===== src/rtl/debouncer_mc_pkg.sv =====
`default_nettype none
// ============================================================================
//  Module      : debouncer_mc_pkg
//  Description : Shared types for the multi-channel debouncer: per-channel
//                FSM state encoding and a level-decode helper.
//  Revision    : 1.0 - initial release
// ============================================================================
package debouncer_mc_pkg;

    typedef enum logic [1:0] {
        ST_LO   = 2'b00,
        PEND_HI = 2'b01,
        ST_HI   = 2'b10,
        PEND_LO = 2'b11
    } deb_state_t;

    // Debounced level carried by a state: high while accepted-high or
    // while a fall is still only pending.
    function automatic logic level_of(input deb_state_t st);
        return (st == ST_HI) || (st == PEND_LO);
    endfunction

endpackage
`default_nettype wire


===== src/rtl/debouncer_ch.sv =====
`default_nettype none
// ============================================================================
//  Module      : debouncer_ch
//  Description : One debouncer channel: 2-flop resynchronizer, four-state
//                counter FSM, registered level and optional edge pulses.
//                Edge pulses exist only when DEBOUNCER_MC_EDGE_EN is defined.
//  Revision    : 1.0 - initial release
// ============================================================================
module debouncer_ch
    import debouncer_mc_pkg::*;
#(
    parameter int CNT_W = 16
) (
    input  logic             aclk,
    input  logic             aresetn,
    input  logic             din,
    input  logic [CNT_W-1:0] thr,
    output logic             dout,
    output logic             rise,
    output logic             fall
);

    localparam logic [CNT_W:0] c_cnt_one = {{CNT_W{1'b0}}, 1'b1};

    logic [1:0]       r_sync;
    logic             w_s;
    deb_state_t       r_state;
    deb_state_t       w_state_nx;
    logic [CNT_W-1:0] r_cnt;
    logic [CNT_W-1:0] w_cnt_nx;
    logic [CNT_W:0]   w_cnt_inc;
    logic [CNT_W:0]   w_thr_eff;
    logic             w_hit;
    logic             r_dout;
    logic             w_dout_nx;

    // Two-flop resynchronizer bringing the raw input into the aclk domain.
    always_ff @(posedge aclk or negedge aresetn) begin
        if (!aresetn) begin
            r_sync <= 2'b00;
        end else begin
            r_sync <= {r_sync[0], din};
        end
    end

    assign w_s = r_sync[1];

    // One extra bit keeps the increment from wrapping; a zero threshold
    // behaves as one so a change is always accepted eventually.
    assign w_cnt_inc = {1'b0, r_cnt} + c_cnt_one;
    assign w_thr_eff = (thr == '0) ? c_cnt_one : {1'b0, thr};
    assign w_hit     = (w_cnt_inc >= w_thr_eff);

    // Next-state and counter: a mismatch counts up, agreement cancels,
    // reaching the threshold accepts the new level and clears the count.
    always_comb begin
        w_state_nx = r_state;
        w_cnt_nx   = r_cnt;
        case (r_state)
            ST_LO: begin
                w_cnt_nx = '0;
                if (w_s) begin
                    if (w_hit) begin
                        w_state_nx = ST_HI;
                    end else begin
                        w_state_nx = PEND_HI;
                        w_cnt_nx   = w_cnt_inc[CNT_W-1:0];
                    end
                end
            end
            PEND_HI: begin
                if (!w_s) begin
                    w_state_nx = ST_LO;
                    w_cnt_nx   = '0;
                end else if (w_hit) begin
                    w_state_nx = ST_HI;
                    w_cnt_nx   = '0;
                end else begin
                    w_cnt_nx   = w_cnt_inc[CNT_W-1:0];
                end
            end
            ST_HI: begin
                w_cnt_nx = '0;
                if (!w_s) begin
                    if (w_hit) begin
                        w_state_nx = ST_LO;
                    end else begin
                        w_state_nx = PEND_LO;
                        w_cnt_nx   = w_cnt_inc[CNT_W-1:0];
                    end
                end
            end
            PEND_LO: begin
                if (w_s) begin
                    w_state_nx = ST_HI;
                    w_cnt_nx   = '0;
                end else if (w_hit) begin
                    w_state_nx = ST_LO;
                    w_cnt_nx   = '0;
                end else begin
                    w_cnt_nx   = w_cnt_inc[CNT_W-1:0];
                end
            end
            default: begin
                w_state_nx = ST_LO;
                w_cnt_nx   = '0;
            end
        endcase
    end

    assign w_dout_nx = level_of(w_state_nx);

    // State, counter and debounced level registers.
    always_ff @(posedge aclk or negedge aresetn) begin
        if (!aresetn) begin
            r_state <= ST_LO;
            r_cnt   <= '0;
            r_dout  <= 1'b0;
        end else begin
            r_state <= w_state_nx;
            r_cnt   <= w_cnt_nx;
            r_dout  <= w_dout_nx;
        end
    end

    assign dout = r_dout;

`ifdef DEBOUNCER_MC_EDGE_EN
    logic r_rise;
    logic r_fall;

    // Edge pulses registered alongside the level so they coincide with it.
    always_ff @(posedge aclk or negedge aresetn) begin
        if (!aresetn) begin
            r_rise <= 1'b0;
            r_fall <= 1'b0;
        end else begin
            r_rise <= w_dout_nx & ~r_dout;
            r_fall <= ~w_dout_nx & r_dout;
        end
    end

    assign rise = r_rise;
    assign fall = r_fall;
`else
    assign rise = 1'b0;
    assign fall = 1'b0;
`endif

endmodule
`default_nettype wire


===== src/rtl/debouncer_mc.sv =====
`default_nettype none
// ============================================================================
//  Module      : debouncer_mc
//  Description : Multi-channel counter-based debouncer. NCH independent
//                channels share one run-time stable-cycle threshold.
//                Define DEBOUNCER_MC_EDGE_EN to enable rise/fall pulses.
//  Revision    : 1.0 - initial release
// ============================================================================
module debouncer_mc
    import debouncer_mc_pkg::*;
#(
    parameter int NCH   = 8,
    parameter int CNT_W = 16
) (
    input  logic             aclk,
    input  logic             aresetn,
    input  logic [NCH-1:0]   din,
    input  logic [CNT_W-1:0] thr,
    output logic [NCH-1:0]   dout,
    output logic [NCH-1:0]   rise,
    output logic [NCH-1:0]   fall
);

    // One fully independent channel per input bit.
    for (genvar g = 0; g < NCH; g++) begin : g_ch
        debouncer_ch #(
            .CNT_W (CNT_W)
        ) u_ch (
            .aclk    (aclk),
            .aresetn (aresetn),
            .din     (din[g]),
            .thr     (thr),
            .dout    (dout[g]),
            .rise    (rise[g]),
            .fall    (fall[g])
        );
    end

endmodule
`default_nettype wire


===== config.mk =====
export PLATFORM = sky130hd
export DESIGN_NAME = debouncer_mc
export DESIGN_NICKNAME = d
export VERILOG_FILES = /design/src/rtl/debouncer_mc_pkg.sv /design/src/rtl/debouncer_ch.sv /design/src/rtl/debouncer_mc.sv
export SDC_FILE = /design/constraint.sdc
export NUM_CORES = 1
export LEC_CHECK = 0
export CAP_MARGIN = 20
export CORE_MARGIN = 2
export CORE_UTILIZATION = 30
export DETAILED_ROUTE_END_ITERATION = 10
export PLACE_DENSITY = 0.44
export SYNTH_ARGS = -nofsm -noshare
export SYNTH_HDL_FRONTEND = slang
export SYNTH_SLANG_ARGS = --single-unit

===== constraint.sdc =====
create_clock -name aclk -period 7.3 [get_ports aclk]
set_clock_uncertainty 0.2 [all_clocks]
set_input_delay 1.46 -clock aclk [delete_from_list [all_inputs] [get_ports aclk]]
set_output_delay 1.46 -clock aclk [all_outputs]
set_load 0.01 [all_outputs]

# Yosys cells after proc, flatten, opt, wreduce, memory -nomap -nowiden
# Index checks and enable logic that the tools add are counted.
dict set report totals {
  reg_bits 168
  input_bits 26
  out_inout_bits 24
}
dict set report op_classes {
  add_sub_neg 8
  n_lt_le_gt_ge 8
  eq_ne 40
  mux 105
  reduce_logical 33
}
# operator count
set op_table {}
lappend op_table {{16-bit two-way mux} 25}
lappend op_table {{16-bit case mux with 2 select lines} 8}
lappend op_table {{16-bit by 1-bit adder with 17-bit output, second input constant} 8}
lappend op_table {{2-bit two-way mux} 64}
lappend op_table {{17-bit by 16-bit greater-or-equal comparator with 1-bit output} 5}
lappend op_table {{2-bit equality test, second input constant} 32}
lappend op_table {{2-bit case mux with 4 select lines} 8}
lappend op_table {{17-bit greater-or-equal comparator} 3}
lappend op_table {{2-bit OR reduction} 16}
lappend op_table {{2-bit by 1-bit equality test with 1-bit output, second input constant} 8}
lappend op_table {{16-bit zero test} 1}
lappend op_table {{2-bit zero test} 8}
lappend op_table {{1-bit logical OR} 8}

# Depth between registers and ports, before layout
dict set report depth {
  depth_word 8
  ltp_mapped 14
  ltp_nobuf 12
}

# Modules after synthesis
# A second synthesis with hierarchy kept.
dict set report unflattened {
  cells_unflattened 1149
  area_unflattened_um2 11313.4
}
# mod instances cells_each area_each_um2
set modules_own_cells {}
lappend modules_own_cells {{debouncer_ch (g_ch[0].u_ch ...)} 7 144 1415.1}
lappend modules_own_cells {{debouncer_ch (g_ch[7].u_ch)} 1 141 1407.6}

# Least setup slack after synthesis
# Ideal clock, no wire load.
dict set report synth_path {
  path_kind {input to register}
  from {in thr[9]}
  to {reg g_ch[7].u_ch.r_cnt[10]}
  setup_time_ns 0.073
  arrival_ns 3.532
  required_time_ns 7.027
  path_slack_ns 3.496
  path_stages 11
  path_cell_list {nor4_1 -> a41o_1 -> ha_1 -> nor2b_1 -> o21ai_0 -> a41oi_1 -> a2111oi_1 -> or3_1 -> buf_2 -> buf_4 -> nor2b_1}
}
dict set report synth_via {
  elab_chain_cells 6
}
# item line
set synth_rtl {}
lappend synth_rtl {{start: declaration} debouncer_mc.sv:18} ;# input logic [CNT_W-1:0] thr,
lappend synth_rtl {{16-bit zero test} debouncer_ch.sv:51} ;# assign w_thr_eff = (thr == '0) ? c_cnt_one : {1'b0, thr};
lappend synth_rtl {{16-bit two-way mux (*)} debouncer_ch.sv:51}
lappend synth_rtl {{17-bit by 16-bit greater-or-equal comparator with 1-bit output (*)} debouncer_ch.sv:52} ;# assign w_hit = (w_cnt_inc >= w_thr_eff);
lappend synth_rtl {{16-bit two-way mux (*)} --}
lappend synth_rtl {{16-bit two-way mux (on tied branches)} {debouncer_ch.sv:94, debouncer_ch.sv:62}}
lappend synth_rtl {{16-bit case mux with 2 select lines (*)} debouncer_ch.sv:59} ;# case (r_state)
lappend synth_rtl {{named net g_ch[7].u_ch.w_cnt_nx[10]} debouncer_ch.sv:30} ;# logic [CNT_W-1:0] w_cnt_nx;
lappend synth_rtl {{end signal: assignment} debouncer_ch.sv:121} ;# r_cnt <= w_cnt_nx;
lappend synth_rtl {{end: declaration} debouncer_ch.sv:29} ;# logic [CNT_W-1:0] r_cnt;
# The timed path passes the listed nets; every way through them passes the cells marked *.

# Worst setup path after layout
dict set report layout_path {
  from {in thr[5]}
  to {reg g_ch[3].u_ch.r_cnt[7]}
}
dict set report layout_via {
  elab_chain_cells 6
}
# item line
set layout_rtl {}
lappend layout_rtl {{16-bit zero test} debouncer_ch.sv:51}
lappend layout_rtl {{16-bit two-way mux (*)} debouncer_ch.sv:51}
lappend layout_rtl {{17-bit by 16-bit greater-or-equal comparator with 1-bit output (*)} debouncer_ch.sv:52}
lappend layout_rtl {{16-bit two-way mux (*)} --}
lappend layout_rtl {{16-bit two-way mux (on tied branches)} {debouncer_ch.sv:94, debouncer_ch.sv:62}}
lappend layout_rtl {{16-bit case mux with 2 select lines (*)} debouncer_ch.sv:59}
lappend layout_rtl {{named net g_ch[3].u_ch.w_cnt_nx[7]} debouncer_ch.sv:30}
lappend layout_rtl {{end signal: assignment} debouncer_ch.sv:121}
lappend layout_rtl {{end: declaration} debouncer_ch.sv:29}
# Marks and branches as above.

==> impl.org <==
** Timing
- Setup total negative slack on the finished layout was measured at 0 ns.
- Transition time at the pin with the least slew margin :: 0.8764 ns
- Unrepaired setup endpoints after global routing :: no
- The worst pin sits at a relative slew slack of 41.58%.
- Post-layout min period :: about 4.9 ns
- Static timing analysis puts the maximum clock frequency at just over 0.2 GHz.
- Total setup violations reported at the end of the flow :: 0
- Number of hold violations in the final report :: 0
- The worst path uses approximately two thirds of the clock period.
- Fin. max-slew vios :: 0
- Hold is met by around 0.15 ns.
- Worst Setup Slack, final :: about 2.4 ns

** Route
- Via-to-Cell Ratio :: between 4 and 5
- The first detailed-routing pass took 5 iterations.
- Once detail routing completed, the nets flagged for antenna violations numbered 0.
- After detailed routing, the total wire length is roughly 24 mm.
- Detailed routing inserted a total of just over 7000 vias.
- Residual DRC count :: 0
- Dividing the detail-routed wire length by the instance count gives approximately 16 microns.
- The detailed router finished its first iteration with 372 violations.

** CTS
- TritonCTS Sinks :: 160
- In this run the clock root is driven by a sky130_fd_sc_hd__clkbuf_16.
- Setup Fix Bufs, Post-CTS :: 0
- Number of levels in the clock H-tree :: 4
- Number of buffers added to fix hold violations after cts :: 0
- TritonCTS built the clock tree.
- TritonCTS created 17 clock buffers.
- After clock tree synthesis, the clock-pin slew on the worst setup and hold paths is around 0.06 ns.
- Number of instances resized during post-cts repair :: 0
- Clock latency reported for the late side of the worst-skew pair :: ~0.44 ns
- Buffers from clock root to sink, at most :: 2

** Place
- Final HPWL DP :: between 15 and 20 mm
- IO Port Bufs :: 33
- Worst slack, placed :: roughly 1.9 ns
- Final RePlAce weighted congestion :: around 0.75

** Logic synthesis
- Yosys attributes the largest share of cell area to sky130_fd_sc_hd__dfrtp_1 39%, sky130_fd_sc_hd__ha_1 17%, sky130_fd_sc_hd__xnor2_1 6.6%, sky130_fd_sc_hd__nor2b_1 5.0%, sky130_fd_sc_hd__xor2_1 3.7%.
- Synthesized area per cell :: ~10 sq um
- The synthesized netlist occupies a cell area of about 10000 sq um.
- In this run, synthesis inferred 0 flip-flops with an integrated enable.
- Of all cell types, the one taking the most synthesized area is sky130_fd_sc_hd__dfrtp_1.
- Number of synthesized register bits :: 160
- After synthesis, the netlist uses between 50 and 60 different library cells.
- Async set-or-reset flop fraction in the synthesized netlist :: 100.0%
- Fraction of synthesized cell area taken by the top area cell type :: roughly two fifths
- Sequential elements use roughly two fifths of the synthesized area.
- For this run, the leading register cell type out of synthesis is sky130_fd_sc_hd__dfrtp_1.
- Synthesis handed over a netlist of 1009 instances.
- During synthesis, Yosys emitted a total of 0 warnings.

** Global route
- Entering global routing, the biggest net connects 67 pins.
- The number of antenna violations at the first check in global routing came to 0.
- The total overflow left after global routing is 0.
- Wire length of the first global-routing pass :: between 30 and 40 mm
- Combined global-route utilization of all metal layers :: about 14%
- The via count of the first global-routing pass is between 7000 and 8000.

** Floorplanning
- Number of core rows :: 67
- Io pins :: 50
- In this run the vertical extent of the chip is between 150 and 200 microns.
- Core footprint :: between 30000 and 40000 sq um
- The floorplan step set the die width to 188.9 microns.
- DIE AREA :: roughly 36000 sq um
- The initial utilization of the core area, before any placement, comes to a little under a third.

** Flow run
- The tool flagged a number of max-cap violations equal to 0.

** Final layout
- P&R area growth vs syn :: 12.24%
- Antenna fix cells :: 0
- Post-layout utilization of the core :: between 30% and 40%
- Count of nets after finishing :: between 1000 and 1500
- Cells with a size suffix above 1 make up roughly 6.0% of the layout.

** Pwr
- In this run the static leakage power is between 0.005 and 0.006 uW.
- Power Density :: about 170 nW/um^2
- Worst IR drop on VDD :: between 0.15 and 0.2 mV

** Critical path
- Worst Path Max Fanout :: 12
- STA classifies the critical path endpoint as a flop.
- Data on the critical path arrives at its endpoint at between 5 and 6 ns.
- Launching element type of the critical path :: input pin
- CP required :: about 7.5 ns
- Category of the critical setup timing path :: in2reg

** Run status
- The run finished with clean final reports.

** Hold path
- Hold Path Class :: reg2reg
[per-layer routing]
layer / up-vias / wire length, microns / global-route usage (%)
met4: 0 / 535 / 5.018
met3: 32 / 651 / 2.521
li1: 3601 / - / -
met1: 3463 / 11950 / 19.35
met2: 88 / 11060 / 23.63
met5: - / 0 / 0
[cell usage after synthesis (3+ instances only)]
cell type and number:
sky130_fd_sc_hd__a211oi_1 5, sky130_fd_sc_hd__a21o_1 15, sky130_fd_sc_hd__a21oi_1 42, sky130_fd_sc_hd__a31oi_1 3, sky130_fd_sc_hd__and2_1 4, sky130_fd_sc_hd__and2b_1 7, sky130_fd_sc_hd__and3_1 30, sky130_fd_sc_hd__and4_1 17
sky130_fd_sc_hd__buf_2 7, sky130_fd_sc_hd__buf_4 26, sky130_fd_sc_hd__clkbuf_1 4, sky130_fd_sc_hd__dfrtp_1 160, sky130_fd_sc_hd__ha_1 136, sky130_fd_sc_hd__inv_1 34, sky130_fd_sc_hd__mux2_2 15, sky130_fd_sc_hd__nand2_1 56
sky130_fd_sc_hd__nand2b_1 5, sky130_fd_sc_hd__nand3_1 62, sky130_fd_sc_hd__nand4_1 33, sky130_fd_sc_hd__nor2_1 46, sky130_fd_sc_hd__nor2b_1 82, sky130_fd_sc_hd__nor2b_2 6, sky130_fd_sc_hd__nor3_1 14, sky130_fd_sc_hd__nor3b_1 16
sky130_fd_sc_hd__nor4_1 4, sky130_fd_sc_hd__o211ai_1 3, sky130_fd_sc_hd__o21ai_0 21, sky130_fd_sc_hd__xnor2_1 77, sky130_fd_sc_hd__xor2_1 43
[power by group]
part	internal, uW	total (uW)	switching [uW]	leakage (uW)
Clock	455	838	383	0.000256
Combinational	60.5	173	113	0.00321
Sequential	902	916	13.9	0.00217
Total	1420	1930	509	0.00563
[metrics by stage]
stage               area (sq um)  power [uW]  cells
floorplan                  10310        1036   1024
global placement           10970        1110   1470
detailed placement         10970        1111   1470
CTS                        11510        1974   1502
global route               11510        2029   1502
finish                     11510        1927   1502
[final timing paths]
check / start / endpoint / slack, ns / depth (start not counted)
min in group asynchronous: aresetn / g_ch[4].u_ch.r_cnt[4] / 0.75 / 1
worst min register to register: g_ch[6].u_ch.r_sync[0] / g_ch[6].u_ch.r_sync[1] / 0.15 / 0
max in group asynchronous: aresetn / g_ch[2].u_ch.r_sync[1] / 4.91 / 2
worst max register to register: g_ch[1].u_ch.r_cnt[0] / g_ch[1].u_ch.r_cnt[4] / 3.42 / 12
worst min-delay path: g_ch[6].u_ch.r_sync[0] / g_ch[6].u_ch.r_sync[1] / 0.15 / 0
worst max-delay path: thr[5] / g_ch[3].u_ch.r_cnt[7] / 2.44 / 10
[worst max-delay path, cell delays in order]
cell,delay (ns)
sky130_fd_sc_hd__clkdlybuf4s50_1,0.43
sky130_fd_sc_hd__nor4_1,0.59
sky130_fd_sc_hd__a41o_1,0.59
sky130_fd_sc_hd__ha_1,0.32
sky130_fd_sc_hd__nor2b_1,0.11
sky130_fd_sc_hd__nor3_1,0.05
sky130_fd_sc_hd__a211o_1,0.26
sky130_fd_sc_hd__a21oi_1,0.62
sky130_fd_sc_hd__nand2_1,0.37
sky130_fd_sc_hd__nor2b_1,0.20
[layout make-up]
class	instances	area, sq um
Inverter	34	127.6
Tap cell	448	560.5
Clock buffer	21	460.4
Clock inverter	11	83.83
Fill cell	3374	22110
Timing Repair Buffer	37	361.6
Multi-Input combinational cell	791	5913
Sequential cell	160	4004
[logic make-up after synthesis]
family          count (synthesis)  synth area share, %
simple gates                  395                21.81
mux                            15                1.647
other cells                     1              0.03656
buf+inv                        73                3.855
xor+xnor                      120                10.25
compound gates                109                6.771
fa+ha+maj                     136                16.59
flops                         160                39.04
[cells in the final DEF, fill, tap and decap left out, types with 21 or more instances in the layout]
master / count
sky130_fd_sc_hd__ha_1: 136
sky130_fd_sc_hd__xor2_1: 43
sky130_fd_sc_hd__dfrtp_1: 160
sky130_fd_sc_hd__clkdlybuf4s50_1: 32
sky130_fd_sc_hd__nand4_1: 33
sky130_fd_sc_hd__inv_1: 34
sky130_fd_sc_hd__nand3_1: 62
sky130_fd_sc_hd__o21ai_0: 21
sky130_fd_sc_hd__nand2_1: 56
sky130_fd_sc_hd__nor2_1: 46
sky130_fd_sc_hd__and3_1: 30
sky130_fd_sc_hd__xnor2_1: 77
sky130_fd_sc_hd__nor2b_1: 82
sky130_fd_sc_hd__a21oi_1: 42
[state kept, by name, summed over array words and instances (netlist names)]
signal and cells:
g_ch.u_ch.dout 8, g_ch.u_ch.r_sync 16, g_ch.u_ch.r_state 8, g_ch.u_ch.r_cnt 128
(Power assumes the default switching activity.)
